**src/rtl/ram_arbiter_if.sv**
```systemverilog
// Requester-side and RAM-side signal bundle for the two-port RAM arbiter.
interface ram_arbiter_if #(
  parameter int AW = 10,
  parameter int DW = 8
);
  logic          req0, req1;
  logic          we0, we1;
  logic [AW-1:0] addr0, addr1;
  logic [DW-1:0] wdata0, wdata1;
  logic          gnt0, gnt1;
  logic          rvalid0, rvalid1;
  logic [DW-1:0] rdata0, rdata1;
  logic          busy;
  logic [AW-1:0] ram_addr;
  logic [DW-1:0] ram_din;
  logic          ram_wr, ram_rd;
  logic [DW-1:0] ram_dout;

  modport slave (
    input  req0, req1, we0, we1, addr0, addr1, wdata0, wdata1, ram_dout,
    output gnt0, gnt1, rvalid0, rvalid1, rdata0, rdata1, busy,
           ram_addr, ram_din, ram_wr, ram_rd
  );

  modport master (
    output req0, req1, we0, we1, addr0, addr1, wdata0, wdata1, ram_dout,
    input  gnt0, gnt1, rvalid0, rvalid1, rdata0, rdata1, busy,
           ram_addr, ram_din, ram_wr, ram_rd
  );
endinterface

```
**src/rtl/ram_arbiter.sv**
```systemverilog
// Round-robin arbiter serialising two single-byte requesters onto one
// single-port RAM; every output comes straight from a flop.
module ram_arbiter #(
  parameter int AW = 10,
  parameter int DW = 8
) (
  input  logic         clk,
  input  logic         rst,
  ram_arbiter_if.slave bus
);
  typedef enum logic [1:0] {
    IDLE  = 2'd0,
    WRITE = 2'd1,
    READ  = 2'd2
  } state_t;

  state_t        state_q, state_d;
  logic          last_q, last_d;
  logic          port_q, port_d;
  logic [AW-1:0] addr_q, addr_d;
  logic [DW-1:0] din_q, din_d;
  logic          wr_q, wr_d, rd_q, rd_d;
  logic          gnt0_q, gnt0_d, gnt1_q, gnt1_d;
  logic          rvalid0_q, rvalid0_d, rvalid1_q, rvalid1_d;
  logic [DW-1:0] rdata0_q, rdata0_d, rdata1_q, rdata1_d;
  logic          busy_q, busy_d;
  logic          sel, sel_we;

  always_comb begin
    state_d   = state_q;
    last_d    = last_q;
    port_d    = port_q;
    addr_d    = addr_q;
    din_d     = din_q;
    rdata0_d  = rdata0_q;
    rdata1_d  = rdata1_q;
    wr_d      = 1'b0;
    rd_d      = 1'b0;
    gnt0_d    = 1'b0;
    gnt1_d    = 1'b0;
    rvalid0_d = 1'b0;
    rvalid1_d = 1'b0;
    busy_d    = 1'b0;
    // On a tie the port that did not win last time goes first.
    sel    = (bus.req0 && bus.req1) ? ~last_q : bus.req1;
    sel_we = sel ? bus.we1 : bus.we0;

    unique case (state_q)
      IDLE: begin
        if (bus.req0 || bus.req1) begin
          port_d = sel;
          last_d = sel;
          addr_d = sel ? bus.addr1 : bus.addr0;
          din_d  = sel_we ? (sel ? bus.wdata1 : bus.wdata0) : '0;
          gnt0_d = ~sel;
          gnt1_d = sel;
          busy_d = 1'b1;
          if (sel_we) begin
            state_d = WRITE;
            wr_d    = 1'b1;
          end else begin
            state_d = READ;
            rd_d    = 1'b1;
          end
        end
      end
      WRITE: state_d = IDLE;
      READ: begin
        // RAM output is combinational while rd is high; capture it at the closing edge.
        state_d = IDLE;
        if (port_q) begin
          rdata1_d  = bus.ram_dout;
          rvalid1_d = 1'b1;
        end else begin
          rdata0_d  = bus.ram_dout;
          rvalid0_d = 1'b1;
        end
      end
      default: state_d = IDLE;
    endcase
  end

  always_ff @(posedge clk or posedge rst) begin
    if (rst) begin
      state_q   <= IDLE;
      last_q    <= 1'b1;
      port_q    <= 1'b0;
      addr_q    <= '0;
      din_q     <= '0;
      wr_q      <= 1'b0;
      rd_q      <= 1'b0;
      gnt0_q    <= 1'b0;
      gnt1_q    <= 1'b0;
      rvalid0_q <= 1'b0;
      rvalid1_q <= 1'b0;
      rdata0_q  <= '0;
      rdata1_q  <= '0;
      busy_q    <= 1'b0;
    end else begin
      state_q   <= state_d;
      last_q    <= last_d;
      port_q    <= port_d;
      addr_q    <= addr_d;
      din_q     <= din_d;
      wr_q      <= wr_d;
      rd_q      <= rd_d;
      gnt0_q    <= gnt0_d;
      gnt1_q    <= gnt1_d;
      rvalid0_q <= rvalid0_d;
      rvalid1_q <= rvalid1_d;
      rdata0_q  <= rdata0_d;
      rdata1_q  <= rdata1_d;
      busy_q    <= busy_d;
    end
  end

  assign bus.gnt0     = gnt0_q;
  assign bus.gnt1     = gnt1_q;
  assign bus.rvalid0  = rvalid0_q;
  assign bus.rvalid1  = rvalid1_q;
  assign bus.rdata0   = rdata0_q;
  assign bus.rdata1   = rdata1_q;
  assign bus.busy     = busy_q;
  assign bus.ram_addr = addr_q;
  assign bus.ram_din  = din_q;
  assign bus.ram_wr   = wr_q;
  assign bus.ram_rd   = rd_q;
endmodule
```
**src/flat_wrapper.sv**
```systemverilog
// flat-port wrapper written by rule: the top's interface ports become plain ports
module ram_arbiter_flat 
#(
  parameter int AW = 10,
  parameter int DW = 8
)
  (clk, rst, bus_req0, bus_req1, bus_we0, bus_we1, bus_addr0, bus_addr1, bus_wdata0, bus_wdata1, bus_ram_dout, bus_gnt0, bus_gnt1, bus_rvalid0, bus_rvalid1, bus_rdata0, bus_rdata1, bus_busy, bus_ram_addr, bus_ram_din, bus_ram_wr, bus_ram_rd);
  ram_arbiter_if #(.AW(AW), .DW(DW)) bus_i ();
  input  logic clk;
  input  logic rst;
  input wire logic [$bits(bus_i.req0)-1:0] bus_req0;
  input wire logic [$bits(bus_i.req1)-1:0] bus_req1;
  input wire logic [$bits(bus_i.we0)-1:0] bus_we0;
  input wire logic [$bits(bus_i.we1)-1:0] bus_we1;
  input wire logic [$bits(bus_i.addr0)-1:0] bus_addr0;
  input wire logic [$bits(bus_i.addr1)-1:0] bus_addr1;
  input wire logic [$bits(bus_i.wdata0)-1:0] bus_wdata0;
  input wire logic [$bits(bus_i.wdata1)-1:0] bus_wdata1;
  input wire logic [$bits(bus_i.ram_dout)-1:0] bus_ram_dout;
  output wire logic [$bits(bus_i.gnt0)-1:0] bus_gnt0;
  output wire logic [$bits(bus_i.gnt1)-1:0] bus_gnt1;
  output wire logic [$bits(bus_i.rvalid0)-1:0] bus_rvalid0;
  output wire logic [$bits(bus_i.rvalid1)-1:0] bus_rvalid1;
  output wire logic [$bits(bus_i.rdata0)-1:0] bus_rdata0;
  output wire logic [$bits(bus_i.rdata1)-1:0] bus_rdata1;
  output wire logic [$bits(bus_i.busy)-1:0] bus_busy;
  output wire logic [$bits(bus_i.ram_addr)-1:0] bus_ram_addr;
  output wire logic [$bits(bus_i.ram_din)-1:0] bus_ram_din;
  output wire logic [$bits(bus_i.ram_wr)-1:0] bus_ram_wr;
  output wire logic [$bits(bus_i.ram_rd)-1:0] bus_ram_rd;
  assign bus_i.req0 = bus_req0;
  assign bus_i.req1 = bus_req1;
  assign bus_i.we0 = bus_we0;
  assign bus_i.we1 = bus_we1;
  assign bus_i.addr0 = bus_addr0;
  assign bus_i.addr1 = bus_addr1;
  assign bus_i.wdata0 = bus_wdata0;
  assign bus_i.wdata1 = bus_wdata1;
  assign bus_i.ram_dout = bus_ram_dout;
  assign bus_gnt0 = bus_i.gnt0;
  assign bus_gnt1 = bus_i.gnt1;
  assign bus_rvalid0 = bus_i.rvalid0;
  assign bus_rvalid1 = bus_i.rvalid1;
  assign bus_rdata0 = bus_i.rdata0;
  assign bus_rdata1 = bus_i.rdata1;
  assign bus_busy = bus_i.busy;
  assign bus_ram_addr = bus_i.ram_addr;
  assign bus_ram_din = bus_i.ram_din;
  assign bus_ram_wr = bus_i.ram_wr;
  assign bus_ram_rd = bus_i.ram_rd;
  ram_arbiter #(.AW(AW), .DW(DW)) u_core (.clk(clk), .rst(rst), .bus(bus_i));
endmodule
```
**config.mk**
```make
export PLATFORM = sky130hd
export DESIGN_NAME = ram_arbiter_flat
export DESIGN_NICKNAME = d
export VERILOG_FILES = /design/src/rtl/ram_arbiter_if.sv /design/src/rtl/ram_arbiter.sv /design/src/flat_wrapper.sv
export SDC_FILE = /design/constraint.sdc
export NUM_CORES = 1
export LEC_CHECK = 0
export CAP_MARGIN = 0
export CORE_MARGIN = 2
export CORE_UTILIZATION = 42
export DETAILED_ROUTE_END_ITERATION = 8
export PLACE_DENSITY = 0.8
export SETUP_SLACK_MARGIN = 0.1
export SYNTH_ARGS = -nofsm -noshare
export SYNTH_HDL_FRONTEND = slang
export SYNTH_SLANG_ARGS = --single-unit
```
**constraint.sdc**
```tcl
create_clock -name clk -period 1.9 [get_ports clk]
set_input_delay 0.38 -clock clk [delete_from_list [all_inputs] [get_ports clk]]
set_output_delay 0.38 -clock clk [all_outputs]
set_load 0.1 [all_outputs]
```
# After elaboration in Yosys (flattened, before gate mapping)
# Cells that the tools add are included.
# op_classes
n_eq_ne,2
muxes,24
n_bitwise,3
n_reduce_logical,6
# ops
operator,count
2-to-1 mux 1 bit,18
2-to-1 mux 8 bit,2
2-to-1 mux 10 bit,1
2-to-1 mux 2 bit,3
AND reduction 2 bit,3
NOT 1 bit,3
"equality test 2 bit, second input constant",1
logical NOT 2 bit,1
"inequality test 2 x 1 -> 1 bit, second input constant",1
logical AND 1 bit,1
logical OR 1 bit,1
# word_totals
reg_bits,45
inputBits,50
output_inout_bits,41
wordCells,49

# Depth between registers and ports, before layout
# depth
ltp_word,6
ltp_mapped,4

# Least setup slack after synthesis
# No wires, ideal clock.
# synth_path
path_type,input to register
from,input port bus_req1
to,"register u_core.addr_q[0], in the netlist u_core.bus.ram_addr[0]"
setup_time_ps,126
arrival_ps,1325
t_required_ps,1774
setup_slack_ps,449
stages,4
path_cell_list,a21boi_4 > buf_12 > mux2_4 > mux2_4
# synth_via
elab_chain_len,3
elab_cells_between_ends,5
cone_classes,mux (2); reduce/logical (3)
# synth_rtl
element,line_no,rtl
start: declaration,flat_wrapper.sv:12,input wire logic [$bits(bus_i.req1)-1:0] bus_req1;
logical AND 1 bit,ram_arbiter.sv:45,sel = (bus.req0 && bus.req1) ? ~last_q : bus.req1;
2-to-1 mux 1 bit,ram_arbiter.sv:45,
2-to-1 mux 10 bit,ram_arbiter.sv:53,addr_d = sel ? bus.addr1 : bus.addr0;
end signal: assignment,ram_arbiter.sv:103,addr_q <= addr_d;
end: declaration,ram_arbiter.sv:20,"logic [AW-1:0] addr_q, addr_d;"
# Parallel ways exist; a longest one is shown, timed or not.
# A chain may end at the register's enable or synchronous reset.

# Worst setup path in the final report
# layout_path
from,input port bus_req1
to,"register u_core.addr_q[8], in the netlist u_core.bus.ram_addr[8]"
# Same word-level chain as after synthesis.

==> qor.yml <==
remaining_drc_errors: 0
grt.busiest_layer: "met2"
finalWirelength_mm: 4.18
async_reset_ff_frac: 1.00
clock_latency_ps: 290
dr.pass1.iters: 4
synth_area_mm2: 0.00204
place_congestion: 0.718
r2r-end: "u_core.bus.ram_addr[4]$_DFFE_PP0P_"
syn_inst: 136
cts_root_buf: "clkbuf_8"
cts_hold_buf: 0
drive_gt1_frac: 0.458
finalHoldViolations: 0
synth_compound_area_frac: 0.00919
die_area_mm2: 0.00544
ys_types: 21
grt_start_max_net_pins: 24
required_ps: 2080
cts_max_level: 2
outcome: "completed"
synth-edff-count: 0
synth-simple-area-share: 0.0662
cts.clk_slew.worst_paths_ps: 80
ys.flop_type: "dfrtp_1"
final_cell_mix: "clkdlybuf4s50_1, buf_4, dfrtp_1"
syn_nets: 186
arrival_ps: 1830
clockBufferDepth: 2
core-area_mm2: 0.00469
cts.repair.resized: 0
worst-path-max-fanout: 13
max_slew_margin: 0.700
fin_crit_sh: 0.867
antenna_cells: 0
start_util: 0.435
area_growth_pct: 52.4
port_buffers: 90
post_drt_wl_per_cell_um: 14.3
final_antenna_net_count: 0
synth_top_area_frac: 0.539
rsz0062_at_grt: "false"
ff_latch_area_mm2: 0.00113
muxShareOfSynthArea: 0.335
die_h_um: 73.7
slew_violations: 0
max_freq_mhz: 607
hold_class: "input port to async pin"
cts_inserted_buffers: 5
synth_top_family_by_area: "multiplexers"
dp_cells: 284
worst_pin_slew_ps: 448
stdcell_count: 292
reg2regPathDepth: 4
post_cts_buffers: 0
endpoint_kind: "flop"
seq_area_frac_synth: 0.552
fin_crit_ps: 1650
grtUsageMet3: 0.0672
final_common_cell: "clkdlybuf4s50_1"
r2r_start: "u_core.last_q$_DFFE_PP1P_"
synth_adder_area_share: 0
clock_skew_ps: 4.77
die_x_um: 73.7
multi_input_comb_area_um2: 837
rows: 25
cp-start-kind: "input port"
grt.total_usage: 0.171
cts_tree: "built"
clkSinkCount: 45
avgSynthCellArea_um2: 15.0
critPathKind: "input port to flop"
overflow: 0
vias: 1404
nets: 287
grt_util_met2: 0.275
ys_ff_latch: 45
vias_per_cell: 4.81
antenna_found_initial: 0
regToRegSetupSlack_ps: 470
fillers: 356
synth.largest_area_cell: "dfrtp_1"
grt_pass1_vias: 1464
pin_count: 91
drv_cap: 0
setup_violations: 0
synth-xor-area-share: 0
ys_warn_count: 0
drt_iter0_drc: 36
synth_area_leaders: "dfrtp_1, mux2_4, mux2_2"
gr-usage-met1: 0.208
grt_pass1_wl_mm: 6.90
dp_hpwl_mm: 3.29
## final cells by class
type | count | area share
timing repair buffer | 101 | 0.307
multi-input combinational | 82 | 0.269
clock inverter | 1 | 0.00965
tap | 54 | 0.0217
clock buffer | 7 | 0.0277
inverter | 2 | 0.00241
sequential | 45 | 0.362
## per-layer routing
layer | share of wire | routed length (um)
met1 | 0.42 | 1760
met2 | 0.48 | 2000
met3 | 0.091 | 379
met4 | 0.0084 | 35
met5 | 0 | 0
## sequential cells by signal, indices dropped and copies added, names as in the netlist, 2 cells and up
signal,count
u_core.bus.rdata1,8
u_core.bus.rdata0,8
u_core.bus.ram_addr,10
u_core.bus.ram_din,8
u_core.state_q,2
## critical path: stages
cell and delay (ps):
clkdlybuf4s50_1 490, a21boi_4 200, buf_12 170, mux2_2 340
mux2_4 250
## how the worst max path moves through the flow
stage / end / cells after the start / start / slack (ps)
finish: u_core.bus.ram_addr[8]$_DFFE_PP0P_ / 5 / bus_req1 / 250
global route: u_core.bus.ram_rd$_DFF_PP0_ / 6 / bus_req1 / 190
CTS: u_core.bus.ram_addr[8]$_DFFE_PP0P_ / 5 / bus_req1 / 250
detailed placement: u_core.bus.ram_addr[6]$_DFFE_PP0P_ / 5 / bus_req1 / -60
global placement: u_core.bus.ram_addr[7]$_DFFE_PP0P_ / 5 / bus_req1 / -20
floorplan: u_core.bus.ram_addr[0]$_DFFE_PP0P_ / 4 / bus_req1 / 450
## per-stage QoR
stage          TNS, ps   util  area [um2]  hold WS [ps]  worst slack [ps]
2_1_floorplan        0      -        2040           503               449
3_3_place_gp      -141  0.638        3000           488             -22.7
3_5_place_dp      -646  0.638        3000           494             -61.7
4_1_cts              0  0.663        3110           391               251
5_1_grt              0  0.663        3110           419               185
6_report             0  0.663        3110           385               252
## synth_stat cells, types with 2 or more instances
master,instances
clkbuf_1,2
and2_1,3
buf_6,2
mux2i_1,9
nor2b_1,2
mux2_2,25
mux2_4,20
dfrtp_1,44
nand2_1,16
inv_1,2
## kinds of logic (layout without fill, tap and decap cells)
family | Yosys count | after routing
multiplexers | 55 | 55
flip-flops | 45 | 45
AND/OR/NAND/NOR | 26 | 26
buffers and inverters | 9 | 111
AO/OA/AOI/OAI | 1 | 1
Power is not shown: default switching activity piles up to over one toggle a cycle in this logic, so the estimate is an artifact.
